[src/rtl/max7219_ctrl.sv]
// MAX7219 frame sequencer: runs the six-word init sequence and digit writes toward max7219_if.
// Define MAX7219_CTRL_TIMEOUT_EN to build the i_done watchdog (G_TIMEOUT cycles).
module max7219_ctrl #(
   parameter logic [3:0]  G_INTENSITY   = 4'h8,
   parameter logic [2:0]  G_SCAN_LIMIT  = 3'd7,
   parameter logic [7:0]  G_DECODE_MODE = 8'h00,
   parameter int unsigned G_TIMEOUT     = 4096
) (
   input  logic        clk,
   input  logic        rst,
   input  logic        i_init,
   input  logic        i_wr_req,
   input  logic [2:0]  i_wr_addr,
   input  logic [7:0]  i_wr_data,
   output logic        o_wr_ack,
   output logic        o_init_done,
   output logic        o_busy,
   output logic        o_start,
   output logic        o_en_load,
   output logic [15:0] o_data,
   input  logic        i_done,
   output logic        o_timeout
);

   localparam int unsigned PTR_W = 3;
   localparam logic [PTR_W-1:0] LAST_INIT = PTR_W'(5);

   typedef enum logic [1:0] {IDLE, SEND, WAIT_DONE, NEXT} state_t;

   state_t           state;
   logic [PTR_W-1:0] init_ptr;
   logic             init_pend;
   logic             in_init;

`ifdef MAX7219_CTRL_TIMEOUT_EN
   localparam int unsigned CNT_W = $clog2(G_TIMEOUT + 1);
   logic [CNT_W-1:0] wdog_cnt;
`else
   logic unused_timeout_c;
   assign unused_timeout_c = ^G_TIMEOUT;
`endif

   // Init word table: display off, decode, intensity, scan limit, test off, display on.
   function automatic logic [15:0] init_word(input logic [PTR_W-1:0] idx);
      case (idx)
         3'd0:    return 16'h0C00;
         3'd1:    return {8'h09, G_DECODE_MODE};
         3'd2:    return {8'h0A, 4'h0, G_INTENSITY};
         3'd3:    return {8'h0B, 5'h00, G_SCAN_LIMIT};
         3'd4:    return 16'h0F00;
         default: return 16'h0C01;
      endcase
   endfunction

   always_ff @(posedge clk) begin
      if (rst) begin
         state       <= IDLE;
         init_ptr    <= '0;
         init_pend   <= 1'b0;
         in_init     <= 1'b0;
         o_wr_ack    <= 1'b0;
         o_init_done <= 1'b0;
         o_busy      <= 1'b0;
         o_start     <= 1'b0;
         o_en_load   <= 1'b0;
         o_data      <= 16'h0000;
         o_timeout   <= 1'b0;
`ifdef MAX7219_CTRL_TIMEOUT_EN
         wdog_cnt    <= '0;
`endif
      end else begin
         o_start   <= 1'b0;
         o_wr_ack  <= 1'b0;
         o_timeout <= 1'b0;
         if (i_init && state != IDLE) init_pend <= 1'b1;

         case (state)
            IDLE: begin
               if (init_pend || i_init) begin
                  init_pend   <= 1'b0;
                  in_init     <= 1'b1;
                  init_ptr    <= '0;
                  o_init_done <= 1'b0;
                  o_data      <= init_word(PTR_W'(0));
                  o_start     <= 1'b1;
                  o_en_load   <= 1'b1;
                  o_busy      <= 1'b1;
                  state       <= SEND;
               end else if (i_wr_req && o_init_done) begin
                  o_data    <= {4'h0, (4'(i_wr_addr) + 4'd1), i_wr_data};
                  o_wr_ack  <= 1'b1;
                  o_start   <= 1'b1;
                  o_en_load <= 1'b1;
                  o_busy    <= 1'b1;
                  state     <= SEND;
               end
            end

            SEND: begin
`ifdef MAX7219_CTRL_TIMEOUT_EN
               wdog_cnt <= CNT_W'(1);
`endif
               state <= WAIT_DONE;
            end

            WAIT_DONE: begin
               if (i_done) begin
                  o_en_load <= 1'b0;
                  if (in_init && init_ptr == LAST_INIT) o_init_done <= 1'b1;
                  state <= NEXT;
               end
`ifdef MAX7219_CTRL_TIMEOUT_EN
               // Counter measures cycles since the o_start cycle.
               else if (wdog_cnt == CNT_W'(G_TIMEOUT - 1)) begin
                  o_timeout   <= 1'b1;
                  o_init_done <= 1'b0;
                  o_en_load   <= 1'b0;
                  o_busy      <= 1'b0;
                  in_init     <= 1'b0;
                  init_ptr    <= '0;
                  state       <= IDLE;
               end else begin
                  wdog_cnt <= wdog_cnt + CNT_W'(1);
               end
`endif
            end

            NEXT: begin
               if (in_init && init_ptr != LAST_INIT) begin
                  init_ptr  <= init_ptr + PTR_W'(1);
                  o_data    <= init_word(init_ptr + PTR_W'(1));
                  o_start   <= 1'b1;
                  o_en_load <= 1'b1;
                  state     <= SEND;
               end else begin
                  in_init <= 1'b0;
                  o_busy  <= 1'b0;
                  state   <= IDLE;
               end
            end

            default: state <= IDLE;
         endcase
      end
   end

endmodule
[config.mk]
export PLATFORM = sky130hd
export DESIGN_NAME = max7219_ctrl
export DESIGN_NICKNAME = d
export VERILOG_FILES = /design/src/rtl/max7219_ctrl.sv
export SDC_FILE = /design/constraint.sdc
export NUM_CORES = 1
export LEC_CHECK = 0
export ABC_AREA = 1
export ABC_CLOCK_PERIOD_IN_PS = 3500
export BUFFER_PORTS_ARGS = -buffer_cell sky130_fd_sc_hd__clkbuf_2
export CAP_MARGIN = 20
export CORE_MARGIN = 3
export CORE_UTILIZATION = 55
export DETAILED_ROUTE_END_ITERATION = 16
export GPL_TIMING_DRIVEN = 0
export MAX_ROUTING_LAYER = met4
export PLACE_DENSITY = 0.88
export SLEW_MARGIN = 30
export SYNTH_ARGS = -nofsm -noshare
export SYNTH_HDL_FRONTEND = slang
export SYNTH_SLANG_ARGS = --single-unit
[constraint.sdc]
create_clock -name clk -period 3.5 [get_ports clk]
set_clock_uncertainty 0.2 [all_clocks]
set_input_delay 0.35 -clock clk [delete_from_list [all_inputs] [get_ports clk]]
set_output_delay 0.35 -clock clk [all_outputs]
set_load 0.1 [all_outputs]
# Yosys cells after proc, flatten, opt, wreduce, memory -nomap -nowiden
# Index checks and enable logic that the tools add are counted.
dict set report word_totals {
  reg_bits 28
  inputBits 16
  out_inout_bits 22
  word_cells 80
}
dict set report op_classes {
  add_sub_neg 2
  n_eq_ne 15
  mux 33
  n_bitwise 1
  reduce_logical 19
}
# cell count
set ops {}
lappend ops {{case mux 11 bit (5 select lines)} 1}
lappend ops {{two-way mux 16 bit} 3}
lappend ops {{case mux 16 bit (2 select lines)} 1}
lappend ops {{two-way mux 1 bit} 16}
lappend ops {{AND reduction 3 bit} 4}
lappend ops {{inequality test 2 bit (second input constant)} 5}
lappend ops {{case mux 1 bit (2 select lines)} 4}
lappend ops {{case mux 2 bit (4 select lines)} 1}
lappend ops {{AND reduction 4 bit} 2}
lappend ops {{equality test 3 x 2 -> 1 bit (second input constant)} 2}
lappend ops {{equality test 3 bit (second input constant)} 2}
lappend ops {{two-way mux 2 bit} 3}
lappend ops {{two-way mux 3 bit} 2}
lappend ops {{inequality test 3 bit (second input constant)} 2}
lappend ops {{case mux 3 bit (2 select lines)} 1}
lappend ops {{nonzero test 2 bit} 3}
lappend ops {{adder 3 x 1 -> 4 bit (second input constant)} 1}
lappend ops {{equality test 2 bit (second input constant)} 2}
lappend ops {{logical AND 1 bit} 4}
lappend ops {{adder 3 x 1 -> 3 bit (second input constant)} 1}
lappend ops {{equality test 3 x 1 -> 1 bit (second input constant)} 1}
lappend ops {{zero test 3 bit} 1}
lappend ops {{case mux 1 bit (3 select lines)} 1}
lappend ops {{nonzero test 3 bit} 1}
lappend ops {{other kinds (6)} 6}

# Depth between registers and ports, before layout
dict set report depth {
  word_depth 5
  mapped_depth 11
  ltp_nobuf 10
}

# Worst setup path before layout
# No wires, ideal clock.
dict set report synth_timing {
  kind {register to register}
  startpoint {register o_init_done}
  endpoint {register o_data[7]}
  setup_ns 0.115
  arrival_ns 1.851
  required_ns 3.185
  slack_ns 1.334
  path_stages_with_launch 9
  n_path_buf 1
  synth_period_minus_slack_ns 2.166
  cell_sequence {dfxtp_1 nand2_1 nand3_4 nand2_8 inv_4 buf_6 nand2_2 nand2_2 nor2_2}
}
dict set report synth_between {
  elab_chain_cells 3
}
# item line_no
set synth_rtl {}
lappend synth_rtl {{start: declaration} 16} ;# output logic o_init_done,
lappend synth_rtl {{start signal: assignment} 62} ;# o_init_done <= 1'b0;
lappend synth_rtl {{start signal: assignment} 83} ;# o_init_done <= 1'b0;
lappend synth_rtl {{start signal: assignment} 109} ;# if (in_init && init_ptr == LAST_INIT) o_init_done <= 1'b1;
lappend synth_rtl {{logical AND 1 bit} 89} ;# end else if (i_wr_req && o_init_done) begin
lappend synth_rtl {{inequality test 3 bit (no source line)} -}
lappend synth_rtl {{AND reduction 3 bit (no source line)} -}
lappend synth_rtl {{end signal: assignment} 84} ;# o_data <= init_word(PTR_W'(0));
lappend synth_rtl {{end signal: assignment} 90} ;# o_data <= {4'h0, (4'(i_wr_addr) + 4'd1), i_wr_data};
lappend synth_rtl {{end signal: assignment} 131} ;# o_data <= init_word(init_ptr + PTR_W'(1));
lappend synth_rtl {{end: declaration} 20} ;# output logic [15:0] o_data,
# Every way passes these cells.
# A chain may end at the register's enable or synchronous reset.

# Final worst setup path
dict set report layout_timing {
  startpoint {register init_ptr[1]}
  endpoint {register o_data[7]}
}
dict set report layout_between {
  elab_chain_cells 4
}
# item line_no
set layout_rtl {}
lappend layout_rtl {{start: declaration} 31} ;# logic [PTR_W-1:0] init_ptr;
lappend layout_rtl {{start signal: assignment} 130} ;# init_ptr <= init_ptr + PTR_W'(1);
lappend layout_rtl {{inequality test 3 bit} 129} ;# if (in_init && init_ptr != LAST_INIT) begin
lappend layout_rtl {{logical AND 1 bit} 129}
lappend layout_rtl {{inequality test 2 bit (no source line)} -}
lappend layout_rtl {{AND reduction 3 bit (no source line)} -}
# Every way passes these cells.

==> results.toml <==
[clock_tree]
htree_levels = 1
cts_tree = "yes"
postCtsHoldBufs = 0
post-cts-setup-buffers = 0
clkSinkCount = 24
clk_latency_ps = 310
cts_buffers = 3
clk_path_buf_depth = 2
root_buffer = "clkbuf_4"
cts_resized = 0
cts.clk_slew.worst_paths_ps = 140

[die]
initial_core_util_pct = 61.3
io_pins = 38
die_area_sq_mm = 0.00328
row_count = 17
die_x_microns = 57.3
die_h_microns = 57.3
coreArea_sq_mm = 0.00236

[routing]
wl_per_cell_microns = 10.2
ant_nets = 0
route.detailed.drc = 0
routed_wl_microns = 2790
vias_per_cell = 4.77
drt-pass1-iter-count = 4
vias = 1303
drt_iter0_drc = 31

[grt]
grt_pass1_wl_microns = 4720
antenna_found_initial = 0
overflow = 0
track_usage_pct = 18.2
grt_pass1_vias = 1175
grt_max_degree = 14

[timing]
drv_slew = 0
worst_slack_ps = 1610
finalSetupTns_ps = 0
hold_viol = 0
finalCriticalPeriod_ps = 1890
fin_crit_sh_pct = 53.9
timing.fmax_mhz = 530
setup_violations = 0
rsz0062_at_grt = "no"
worst_slew_pin_slew_ps = 552
slew_headroom_pct = 63.2

[setup_path]
setup.worst_path.start_class = "flop"
cp_max_fo = 10
cp-end-kind = "flop"
path_class = "flop to flop"
arrival_ps = 1930
required_ps = 3540

[cells_and_area]
final_cell_mix = "nand2_1, clkbuf_2, nor2_1"
finalNetCount = 272
synthToLayoutAreaGrowth_pct = 17.0
fillCellCount = 215
antenna_cells = 0
seqCellArea_sq_um = 480
drive_above_1_share_pct = 26.1
layout_commonest_cell = "nand2_1"
multi_input_area_sq_um = 812

[synth]
ys_types = 28
postSynthCellCount = 205
ys_seq_area_share_pct = 33.2
ys_seq_elements = 24
syn_avg_cell_area_sq_um = 7.06
synth_warnings = 0
netlist_area_sq_mm = 0.00145

[placed_design]
place_hpwl_microns = 2150
port_buffers = 32
dpl_worst_slack_ps = 1610
gp_congestion = 0.839

[status]
status = "completed"

[worst_hold_path]
hp-class = "primary input to flop"

[job]
cap_viol_max_count = 0
cell type report:
cell class / count / area share (%)
Inverter: 25 / 5.83
Tap cell: 28 / 2.07
Multi-Input combinational cell: 151 / 47.9
Clock buffer: 4 / 2.14
Timing Repair Buffer: 32 / 9.45
Buffer: 9 / 4.21
Sequential cell: 24 / 28.4
flip-flops by register name, indices dropped and copies added (netlist names):
register	count
o_busy	1
o_en_load	1
state	2
init_ptr	3
in_init	1
init_pend	1
o_init_done	1
o_wr_ack	1
o_data	12
o_start	1
layer usage:
layer	wire [microns]	up-vias	GRT usage, %
met5	0	-	-
met4	19	0	4.97
met3	158	2	2.71
met2	1300	31	31.2
met1	1300	563	22.1
li1	-	707	-
logic make-up after synthesis:
| group | count (synthesis) | synth area share, % |
|---|---|---|
| AOI/OAI and AO/OA | 23 | 9.77 |
| adders and majority gates | 10 | 8.64 |
| other | 1 | 0.259 |
| buffers and inverters | 34 | 11.8 |
| and+or+nand+nor | 112 | 35.8 |
| xor gates and xnor gates | 1 | 0.605 |
| DFF | 24 | 33.2 |
metrics by stage:
stage,cell area [sq um],instances,utilization [%],hold slack (ps)
final,1690,273,71.8,106
after global routing,1690,273,71.8,150
after CTS,1690,273,71.8,102
after detailed placement,1660,269,70.2,253
after global placement,1660,269,70.2,246
after floorplan,1460,209,-,282
synthesized netlist by cell type, drive strengths merged:
cell type	instances	area share [%]
o21a	1	0.52
dfxtp	24	33
a31oi	1	0.43
conb	1	0.26
nand2	68	20
ha	10	8.6
nand3	11	5.5
xnor2	1	0.61
nor2	29	8.4
a211oi	1	0.52
a21oi	9	4.1
o211ai	2	1.0
o21ai	9	3.1
inv	25	6.8
buf	8	4.7
nand4	2	0.86
nor3	2	0.69
clkbuf	1	0.26
critical path, cell delays in order (launching register included):
cell and delay, ps:
dfxtp_1 420, inv_1 90, ha_1 230, nand2_1 160, nand3_4 130, nand2_4 120, nand2_8 80, inv_4 70
buf_6 150, nand2_2 60, nand2_2 60, nor2_2 30
worst paths after layout:
kind / slack [ps] / from / cells after the start / to
setup / recovery: 1610 / init_ptr[1]$_SDFFE_PP0P_ / 11 / o_data[7]$_SDFFE_PP0P_
hold / removal: 110 / i_wr_data[6] / 5 / o_data[6]$_SDFFE_PP0P_
setup reg to reg: 1610 / init_ptr[1]$_SDFFE_PP0P_ / 11 / o_data[7]$_SDFFE_PP0P_
hold reg to reg: 270 / o_busy$_SDFFE_PP0P_ / 2 / o_busy$_SDFFE_PP0P_
Power is left out: the tool's default activity adds up to more than one toggle a clock period on the data nets, which glitch-free logic cannot reach.
